File: config.mk
export PLATFORM = sky130hd
export DESIGN_NAME = sa_accept
export DESIGN_NICKNAME = d
export VERILOG_FILES = /design/src/rtl/sa_accept.sv
export SDC_FILE = /design/constraint.sdc
export NUM_CORES = 2
export LEC_CHECK = 0
export BUFFER_PORTS_ARGS = -buffer_cell sky130_fd_sc_hd__buf_4
export CAP_MARGIN = 20
export CELL_PAD_IN_SITES_DETAIL_PLACEMENT = 0
export CELL_PAD_IN_SITES_GLOBAL_PLACEMENT = 1
export CORE_ASPECT_RATIO = 0.75
export CORE_MARGIN = 5
export CORE_UTILIZATION = 30
export CTS_BUF_LIST = sky130_fd_sc_hd__clkbuf_8
export DETAILED_ROUTE_END_ITERATION = 16
export GPL_ROUTABILITY_DRIVEN = 0
export HOLD_SLACK_MARGIN = 0.1
export PLACE_DENSITY = 0.64
export SYNTH_ARGS = -nofsm -noshare
export SYNTH_HDL_FRONTEND = slang
export SYNTH_SLANG_ARGS = --single-unit
File: constraint.sdc
create_clock -name clk -period 8.76 [get_ports clk]
set_input_delay 1.752 -clock clk [delete_from_list [all_inputs] [get_ports clk]]
set_output_delay 1.752 -clock clk [all_outputs]
set_load 0.03 [all_outputs]
File: src/rtl/sa_accept.sv
// Metropolis acceptance unit: accept if delta <= 0, otherwise accept with probability exp(-x),
// x = float(delta) * inv_temp, via an external negexp block. Includes its float multiplier.

module floating_point_mult #(
  parameter int unsigned Latency = 1
) (
  input  logic        aclk,
  input  logic        aresetn,
  input  logic        s_axis_a_tvalid,
  input  logic [31:0] s_axis_a_tdata,
  input  logic        s_axis_b_tvalid,
  input  logic [31:0] s_axis_b_tdata,
  output logic        m_axis_result_tvalid,
  output logic [31:0] m_axis_result_tdata
);
  logic [47:0]  prod;
  logic         norm, guard, sticky, rnd_up;
  logic [22:0]  mant_raw;
  logic [23:0]  mant_r;
  logic [9:0]   esum;
  logic [31:0]  res;
  logic [Latency-1:0] valid_q;
  logic [31:0]  data_q [Latency];

  // Round-to-nearest-even; subnormals flush to zero, NaN/Inf inputs are not special-cased.
  always_comb begin
    prod = {1'b1, s_axis_a_tdata[22:0]} * {1'b1, s_axis_b_tdata[22:0]};
    norm = prod[47];
    if (norm) begin
      mant_raw = prod[46:24];
      guard    = prod[23];
      sticky   = |prod[22:0];
    end else begin
      mant_raw = prod[45:23];
      guard    = prod[22];
      sticky   = |prod[21:0];
    end
    rnd_up = guard && (sticky || mant_raw[0]);
    mant_r = {1'b0, mant_raw} + {23'b0, rnd_up};
    esum   = {2'b0, s_axis_a_tdata[30:23]} + {2'b0, s_axis_b_tdata[30:23]} + {9'b0, norm}
             + {9'b0, mant_r[23]};
    if (s_axis_a_tdata[30:23] == 8'd0 || s_axis_b_tdata[30:23] == 8'd0 || esum <= 10'd127) begin
      res = {s_axis_a_tdata[31] ^ s_axis_b_tdata[31], 31'b0};
    end else if (esum >= 10'd382) begin
      res = {s_axis_a_tdata[31] ^ s_axis_b_tdata[31], 8'hff, 23'b0};
    end else begin
      res = {s_axis_a_tdata[31] ^ s_axis_b_tdata[31], 8'(esum - 10'd127), mant_r[22:0]};
    end
  end

  always_ff @(posedge aclk) begin
    if (!aresetn) begin
      valid_q <= '0;
    end else begin
      valid_q[0] <= s_axis_a_tvalid && s_axis_b_tvalid;
      for (int unsigned i = 1; i < Latency; i++) valid_q[i] <= valid_q[i-1];
    end
  end

  always_ff @(posedge aclk) begin
    data_q[0] <= res;
    for (int unsigned i = 1; i < Latency; i++) data_q[i] <= data_q[i-1];
  end

  assign m_axis_result_tvalid = valid_q[Latency-1];
  assign m_axis_result_tdata  = data_q[Latency-1];
endmodule

module sa_accept #(
  parameter int unsigned MultLatency = 1
) (
  input  logic        clk,
  input  logic        rst,
  input  logic        req_valid,
  output logic        req_ready,
  input  logic [31:0] delta,
  input  logic [31:0] inv_temp,
  input  logic [23:0] rand_bits,
  output logic [31:0] exp_inp,
  output logic        exp_inp_valid,
  input  logic [31:0] exp_out,
  input  logic        exp_out_valid,
  output logic        resp_valid,
  output logic        resp_accept
);
  localparam logic [31:0] Clamp = 32'h3fc0_0000;

  typedef enum logic [2:0] {StIdle, StConv, StMult, StExp, StResp} state_e;

  state_e      state_q, state_d;
  logic [31:0] mult_a_q, mult_a_d, mult_b_q, mult_b_d;
  logic        mult_start_q, mult_start_d;
  logic [23:0] rand_q, rand_d;
  logic [31:0] exp_inp_q, exp_inp_d;
  logic        exp_inp_valid_q, exp_inp_valid_d;
  logic        resp_valid_q, resp_valid_d;
  logic        accept_q, accept_d;
  logic        prod_valid;
  logic [31:0] prod;
  logic [4:0]  msb;
  logic [22:0] delta_mant;
  logic [31:0] delta_f;
  logic [7:0]  shamt;
  logic [23:0] p24;
  logic        p_zero, p_sat, prob_accept;

  floating_point_mult #(
    .Latency (MultLatency)
  ) u_mult (
    .aclk                 (clk),
    .aresetn              (!rst),
    .s_axis_a_tvalid      (mult_start_q),
    .s_axis_a_tdata       (mult_a_q),
    .s_axis_b_tvalid      (mult_start_q),
    .s_axis_b_tdata       (mult_b_q),
    .m_axis_result_tvalid (prod_valid),
    .m_axis_result_tdata  (prod)
  );

  // Positive int to float, truncating the bits below the 23-bit mantissa.
  always_comb begin
    msb = '0;
    for (int i = 0; i < 31; i++) if (delta[i]) msb = 5'(i);
    if (msb <= 5'd23) delta_mant = 23'(delta[30:0] << (5'd23 - msb));
    else              delta_mant = 23'(delta[30:0] >> (msb - 5'd23));
    delta_f = {1'b0, 8'd127 + {3'b000, msb}, delta_mant};
  end

  // Probability as Q0.24; values >= 1.0 saturate to an unconditional accept.
  always_comb begin
    shamt  = 8'd126 - exp_out[30:23];
    p_zero = exp_out[31] || (exp_out == 32'd0);
    p_sat  = !exp_out[31] && (exp_out[30:23] >= 8'd127);
    p24    = '0;
    if (!p_zero && !p_sat && shamt <= 8'd23) p24 = {1'b1, exp_out[22:0]} >> shamt;
    prob_accept = p_sat || (rand_q < p24);
  end

  always_comb begin
    state_d         = state_q;
    mult_a_d        = mult_a_q;
    mult_b_d        = mult_b_q;
    rand_d          = rand_q;
    exp_inp_d       = exp_inp_q;
    exp_inp_valid_d = 1'b0;
    accept_d        = accept_q;
    unique case (state_q)
      StIdle: begin
        if (req_valid) begin
          rand_d = rand_bits;
          if ($signed(delta) <= 32'sd0) begin
            accept_d = 1'b1;
            state_d  = StResp;
          end else begin
            // Operands are converted and registered on the transfer edge so CONV carries start.
            mult_a_d = delta_f;
            mult_b_d = inv_temp;
            accept_d = 1'b0;
            state_d  = StConv;
          end
        end
      end
      StConv: state_d = StMult;
      StMult: begin
        if (prod_valid) begin
          if ((prod & 32'h7fff_ffff) >= Clamp) begin
            accept_d = 1'b0;
            state_d  = StResp;
          end else begin
            exp_inp_d       = prod | 32'h8000_0000;
            exp_inp_valid_d = 1'b1;
            state_d         = StExp;
          end
        end
      end
      StExp: begin
        if (exp_out_valid) begin
          accept_d = prob_accept;
          state_d  = StResp;
        end
      end
      StResp:  state_d = StIdle;
      default: state_d = StIdle;
    endcase
    mult_start_d = (state_d == StConv);
    resp_valid_d = (state_d == StResp);
  end

  always_ff @(posedge clk) begin
    if (rst) begin
      state_q         <= StIdle;
      mult_a_q        <= '0;
      mult_b_q        <= '0;
      mult_start_q    <= 1'b0;
      rand_q          <= '0;
      exp_inp_q       <= '0;
      exp_inp_valid_q <= 1'b0;
      resp_valid_q    <= 1'b0;
      accept_q        <= 1'b0;
    end else begin
      state_q         <= state_d;
      mult_a_q        <= mult_a_d;
      mult_b_q        <= mult_b_d;
      mult_start_q    <= mult_start_d;
      rand_q          <= rand_d;
      exp_inp_q       <= exp_inp_d;
      exp_inp_valid_q <= exp_inp_valid_d;
      resp_valid_q    <= resp_valid_d;
      accept_q        <= accept_d;
    end
  end

  assign req_ready     = (state_q == StIdle);
  assign exp_inp       = exp_inp_q;
  assign exp_inp_valid = exp_inp_valid_q;
  assign resp_valid    = resp_valid_q;
  assign resp_accept   = accept_q;
endmodule

-- After elaboration in Yosys (flattened, before gate mapping)
Memory sizes are Yosys's and may differ from the RTL's.
Cells that the tools add are included.
- logic and storage cells: 119
- register bits: 127
- memories kept: 1
- output and inout bits: 36
- memory bits (writable): 32
- memories (memory ; words ; bits a word ; rd ports ; clocked after memory_dff ; wr ports ; RTL line ; text):
    u_mult.data_q ; 1 ; 32 ; 1 ; 0 ; 1 ; 23 ; logic [31:0] data_q [Latency];
- add/subtract/negate cells: 9
- order comparisons: 8
- shift operators: 3
- equality and inequality tests: 9
- multiplexer cells: 50
- reduce and logical (&&, ||, !) cells: 24
- bitwise logic cells: 4
- multiply operators: 1
- operators with widths (operator ; number):
    5-bit 2-to-1 mux ; 27
    31-bit 2-to-1 mux ; 2
    24-bit by 24-bit multiplier with 48-bit output ; 1
    23-bit 2-to-1 mux ; 2
    32-bit by 1-bit <= comparator with 1-bit output, second input constant ; 1
    32-bit logical NOT ; 1
    31-bit by 30-bit >= comparator with 1-bit output, second input constant ; 1
    31-bit by 5-bit left shift with 23-bit output ; 1
    31-bit by 5-bit >> shifter with 23-bit output ; 1
    23-bit by 1-bit adder with 24-bit output ; 1
    24-bit less-than comparator ; 1
    24-bit 2-to-1 mux ; 1
    24-bit by 8-bit >> shifter with 24-bit output ; 1
    23-bit OR reduction ; 1
    22-bit OR reduction ; 1
    10-bit by 1-bit adder with 10-bit output ; 2
    8-bit logical NOT ; 2
    3-bit 2-to-1 mux ; 5
    3-bit case mux with 4 select lines ; 1
    10-bit by 9-bit >= comparator with 1-bit output, second input constant ; 1
    10-bit by 7-bit <= comparator with 1-bit output, second input constant ; 1
    8-bit by 8-bit adder with 9-bit output ; 1
    1-bit 2-to-1 mux ; 9
    7-bit by 5-bit adder with 8-bit output, first input constant ; 1
    other kinds (24) ; 42

-- Longest topological paths before layout
- word-level depth: 33
- gate-level depth with buffers: 43
- depth with buffers taken out: 37

-- By module
Synthesis repeated with hierarchy kept, for this count alone.
- cells, all modules: 3792
- area total of the unflattened synthesis: 31373.8 sq um
- by module, submodules not included (module ; area an instance (sq um) ; cells each ; instances):
    floating_point_mult ; 22028.6 ; 2587 ; 1
    sa_accept ; 9345.2 ; 1205 ; 1

-- Worst setup path before layout
Ideal clock, no wire load.
- path kind: flip-flop to flip-flop
- start: register mult_a_q[13]
- end: memory u_mult.data_q[0][12]
- cell stages (with the launch flop): 41
- library setup time: 0.086 ns
- slack: -0.593 ns
- path buffers: 4
- arrival time: 9.268 ns
- path through: dfxtp_1 clkbuf_1 nand2_1 fa_1 inv_1 fa_1 inv_1 fa_1 inv_1 fa_1 inv_1 fa_1 inv_1 fa_1 inv_1 fa_1 inv_1 ha_1 (+5 left out) nand4_2 nor4_1 nor2b_1 nor3b_1 nand3_1 nor3_1 fa_1 ha_1 ha_1 nor2_1 nor3_1 a32oi_1 o221a_2 clkbuf_1 nand2b_1 clkbuf_8 clkbuf_8 a211oi_1
- cells in the longest elaborated chain, start to end: 10
- elaborated cells between the ends (all ways): 16
- those cells by class: add/sub: 3; mul: 1; order compare: 2; mux: 5; reduce/logical: 5
- ends and longest elaborated chain (item ; RTL line ; text):
    start, declared ; 91 ; logic [31:0] mult_a_q, mult_a_d, mult_b_q, mult_b_d;
    start signal, assigned ; 202 ; mult_a_q <= mult_a_d;
    24-bit by 24-bit multiplier with 48-bit output (*) ; 27 ; prod = {1'b1, s_axis_a_tdata[22:0]} * {1'b1, s_axis_b_tdata[22:0]};
    23-bit OR reduction / 22-bit OR reduction (equally long branches) ; 32, 36 ;
    1-bit 2-to-1 mux ; 29 ; if (norm) begin
    1-bit logical OR ; 38 ; rnd_up = guard && (sticky || mant_raw[0]);
    1-bit logical AND ; 38 ;
    23-bit by 1-bit adder with 24-bit output ; 39 ; mant_r = {1'b0, mant_raw} + {23'b0, rnd_up};
    10-bit by 1-bit adder with 10-bit output ; 41 ; + {9'b0, mant_r[23]};
    10-bit by 9-bit >= comparator with 1-bit output / 10-bit by 7-bit <= comparator with 1-bit output (equally long branches) ; 44, 42 ;
    31-bit 2-to-1 mux / 1-bit logical OR (equally long branches) ; 44, 42 ;
    31-bit 2-to-1 mux (*) ; 42 ; if (s_axis_a_tdata[30:23] == 8'd0 || s_axis_b_tdata[30:23] == 8'd0 || esum <= 10'd127) begin
    end, declared ; 23 ;
Every way passes the cells marked *; elsewhere a longest branch is shown, timed or not.

-- Worst setup path in the final report
- start: register mult_a_q[15]
- end: memory u_mult.data_q[0][13]
The elaborated chain is that of the path after synthesis.

==> flow_summary.toml <==
[clock_tree]
cts-htree-levels = 4
cts_buffers = 17
insertion_delay_ps = 500
clockBufferDepth = 2
cts_tree = "yes"
path_clk_slew_ps = 110
cts.sinks = 157
cts-root-buf = "clkbuf_8"

[route]
drc_errors = 0
wl_um = 105100
routedWlPerCell_um = 19.29
dr.pass1.iters = 6
final_antenna_net_count = 0
via_per_inst = 4.867
first_iter_violations = 2152
num_vias = 26520

[worst_hold_path]
hp-class = "flop to flop"
hold_path.startpoint = "u_mult.data_q[0][23]"
whs_endpoint = "exp_inp[23]"
hold_depth = 2

[timing]
hold_viol = 0
tightest_slew_ps = 1098
rsz0062_at_grt = "true"
setup-violations-final = 31
period_share = 1.050
fmax_ghz = 0.1088
fin_ws_ps = -435.2
clock_skew_ps = 32.30
fin_crit_ps = 9195
maxSlewViolCount = 0
relSlewSlack = 0.2627

[yosys]
syn_area_um2 = 30740
seq_area_frac_synth = 0.1022
synth_ff_type = "dfxtp_1"
synth-seq-cells = 157
synthAdderAreaFrac = 0.4030
synth_top_family_by_area = "adder cells"
yosys.area_share.simple = 0.1984
ys_types = 115
muxShareOfSynthArea = 0.05230
avgSynthCellArea_um2 = 8.327
synthCells = 3692
synth_compound_area_frac = 0.1224
synth_edf_count = 0
syn_nets = 4515
yosysWarnings = 0
async_flop_share = 0
synth-xor-area-share = 0.02076

[cells_and_area]
multi_input_area_um2 = 25430
final_common_cell = "nand2_1"
final_cell_mix = "nand2_1 (593), inv_1 (563), buf_4 (526)"
utilization = 0.3730
drive_gt1_frac = 0.2225
num-fill-cells = 10580
nets = 4918
regArea_um2 = 3227
syn2layout_area_growth_pct = 23.10

[pwr]
p_clk_frac = 0.188
leakage_nw = 17.36
p_seq_frac = 0.252
p_switching_mw = 1.374
p_sw_frac = 0.4373
pwr_density_cell_nw_per_um2 = 83.04
ir_drop_mv = 0.08628
p_int_mw = 1.769
pwr-share-comb = 0.560

[critical_path]
arrival_ps = 9620
cpMaxStageDelayCell = "fa_2"
cp.required_ps = 9190
reg2reg_to = "u_mult.data_q[0][13]"
reg2reg_from = "mult_a_q[15]"
path_class = "flop to flop"
start_kind = "flop"
cpPeakStageDelay_ps = 640
reg2reg_depth = 36
critPathCaptureType = "flop"
r2r_slack_ps = -440
crit_path_max_fanout = 7

[die]
die_h_um = 287.2
num_rows = 101
die_area_um2 = 109100
initial_core_util = 0.3030
core-area_um2 = 101500
fp.dieW_um = 379.7
pin_count = 160

[grt]
grt_pass1_wl_um = 163200
track_usage = 0.1909
grt_max_degree = 82
grt_pass1_vias = 27220
grt_antenna_before_repair = 1
grt-ovfl-total = 0

[run_status]
violations = "negative setup slack"
outcome = "finished with violations"

[run]
maxCapViolCount = 0

[place]
place_ws_ps = -877.6
port_buffers = 158
hpwl_um = 87470
[logic make-up (layout without fill, tap and decap cells)]
kind of cell / count (synthesis) / count (layout)
and+or+nand+nor: 1271 / 1271
buffers and inverters: 793 / 1208
adders and majority gates: 700 / 700
AOI/OAI and AO/OA: 564 / 564
DFF: 157 / 157
muxes: 135 / 135
xor gates and xnor gates: 72 / 72
other: 0 / 2
[power groups by stage]
stage | logic, mW | clock network, mW | registers (mW)
floorplan | 0.991 | 0 | 0.789
global placement | 1.62 | 0 | 0.810
detailed placement | 1.63 | 0 | 0.810
CTS | 1.70 | 0.613 | 0.793
global route | 1.94 | 0.642 | 0.796
finish | 1.76 | 0.591 | 0.792
[synth_stat cells (all sizes together), types with 20 or more instances]
master  number  area [µm²]
nand2      602        2260
inv        584        2192
fa         484        9689
and2       257        1609
ha         215        2690
a21oi      212        1072
clkbuf     180       767.0
dfxtp      157        3143
nor2       149       561.8
mux2i      101        1011
o21ai       91       478.0
nor3        54       270.3
nand3       50       255.3
a211oi      43       367.9
xnor2       42       367.9
xor2        30       270.3
nand2b      27       168.9
o211ai      27       207.7
buf         26       132.6
a21o        23       176.4
and3        21       132.6
o22ai       21       131.4
o21a        20       150.1
[through the flow]
step / total power [mW] / std cells / instance area [µm²] / setup TNS [ps] / hold slack [ps]
2_1_floorplan: 1.780 / 3692 / 31030 / 0 / 413.8
3_5_place_dp: 2.436 / 5368 / 36090 / -21360 / 435.3
4_1_cts: 3.107 / 5426 / 37260 / -7112 / 424.5
3_3_place_gp: 2.431 / 5368 / 36090 / -17360 / 427.6
5_1_grt: 3.377 / 5447 / 37850 / -17150 / 452.8
6_report: 3.143 / 5448 / 37850 / -8323 / 426.3
[worst max-delay path: cells and delay by family (launching register included)]
kind | cells | cell delay (ps)
compound gates | 7 | 1510
simple gates | 10 | 1820
buf+inv | 9 | 850
fa+ha+maj | 10 | 4440
flops | 1 | 450
[layout make-up]
class	count	share of cell area
timing repair buffer	590	0.1297
clock inverter	13	0.004000
multi-input combinational	2742	0.6718
tap	1339	0.04427
antenna	2	0.0001322
inverter	587	0.05828
sequential	157	0.08526
clock buffer	18	0.006546
[per-layer routing]
layer  vias to the layer above  GRT usage  routed length [µm]  share of wire
met5                         -          0                   0              0
met4                         0    0.02430                1106          0.011
met3                        51    0.04940                8286          0.079
met2                       700     0.2703               41820           0.40
met1                     13110     0.2957               53860           0.51
li1                      12660          -                   -              -
[repair_timing]
item                                    4_1_cts  5_1_grt
hold buffers                                  0        0
setup buffers                                28       21
resized for setup                           161      101
endpoints found under the setup margin       31       31
pin swaps                                    87       33
[state kept, by name (all words and copies together), names as in the netlist]
signal / count
u_mult.m_axis_result_tvalid: 1
resp_accept: 1
state_q: 3
mult_b_q: 31
u_mult.data_q: 31
exp_inp: 32
resp_valid: 1
rand_q: 24
exp_inp_valid: 1
mult_start_q: 1
mult_a_q: 31
[how the worst max path moves through the flow]
stage,from,end
after global placement,mult_a_q[15],u_mult.data_q[0][15]
after CTS,mult_a_q[11],u_mult.data_q[0][15]
after detailed placement,mult_a_q[15],u_mult.data_q[0][15]
after global routing,mult_b_q[0],u_mult.data_q[0][13]
final,mult_a_q[15],u_mult.data_q[0][13]
after floorplan,mult_a_q[14],u_mult.data_q[0][12]
(Power assumes the default switching activity.)
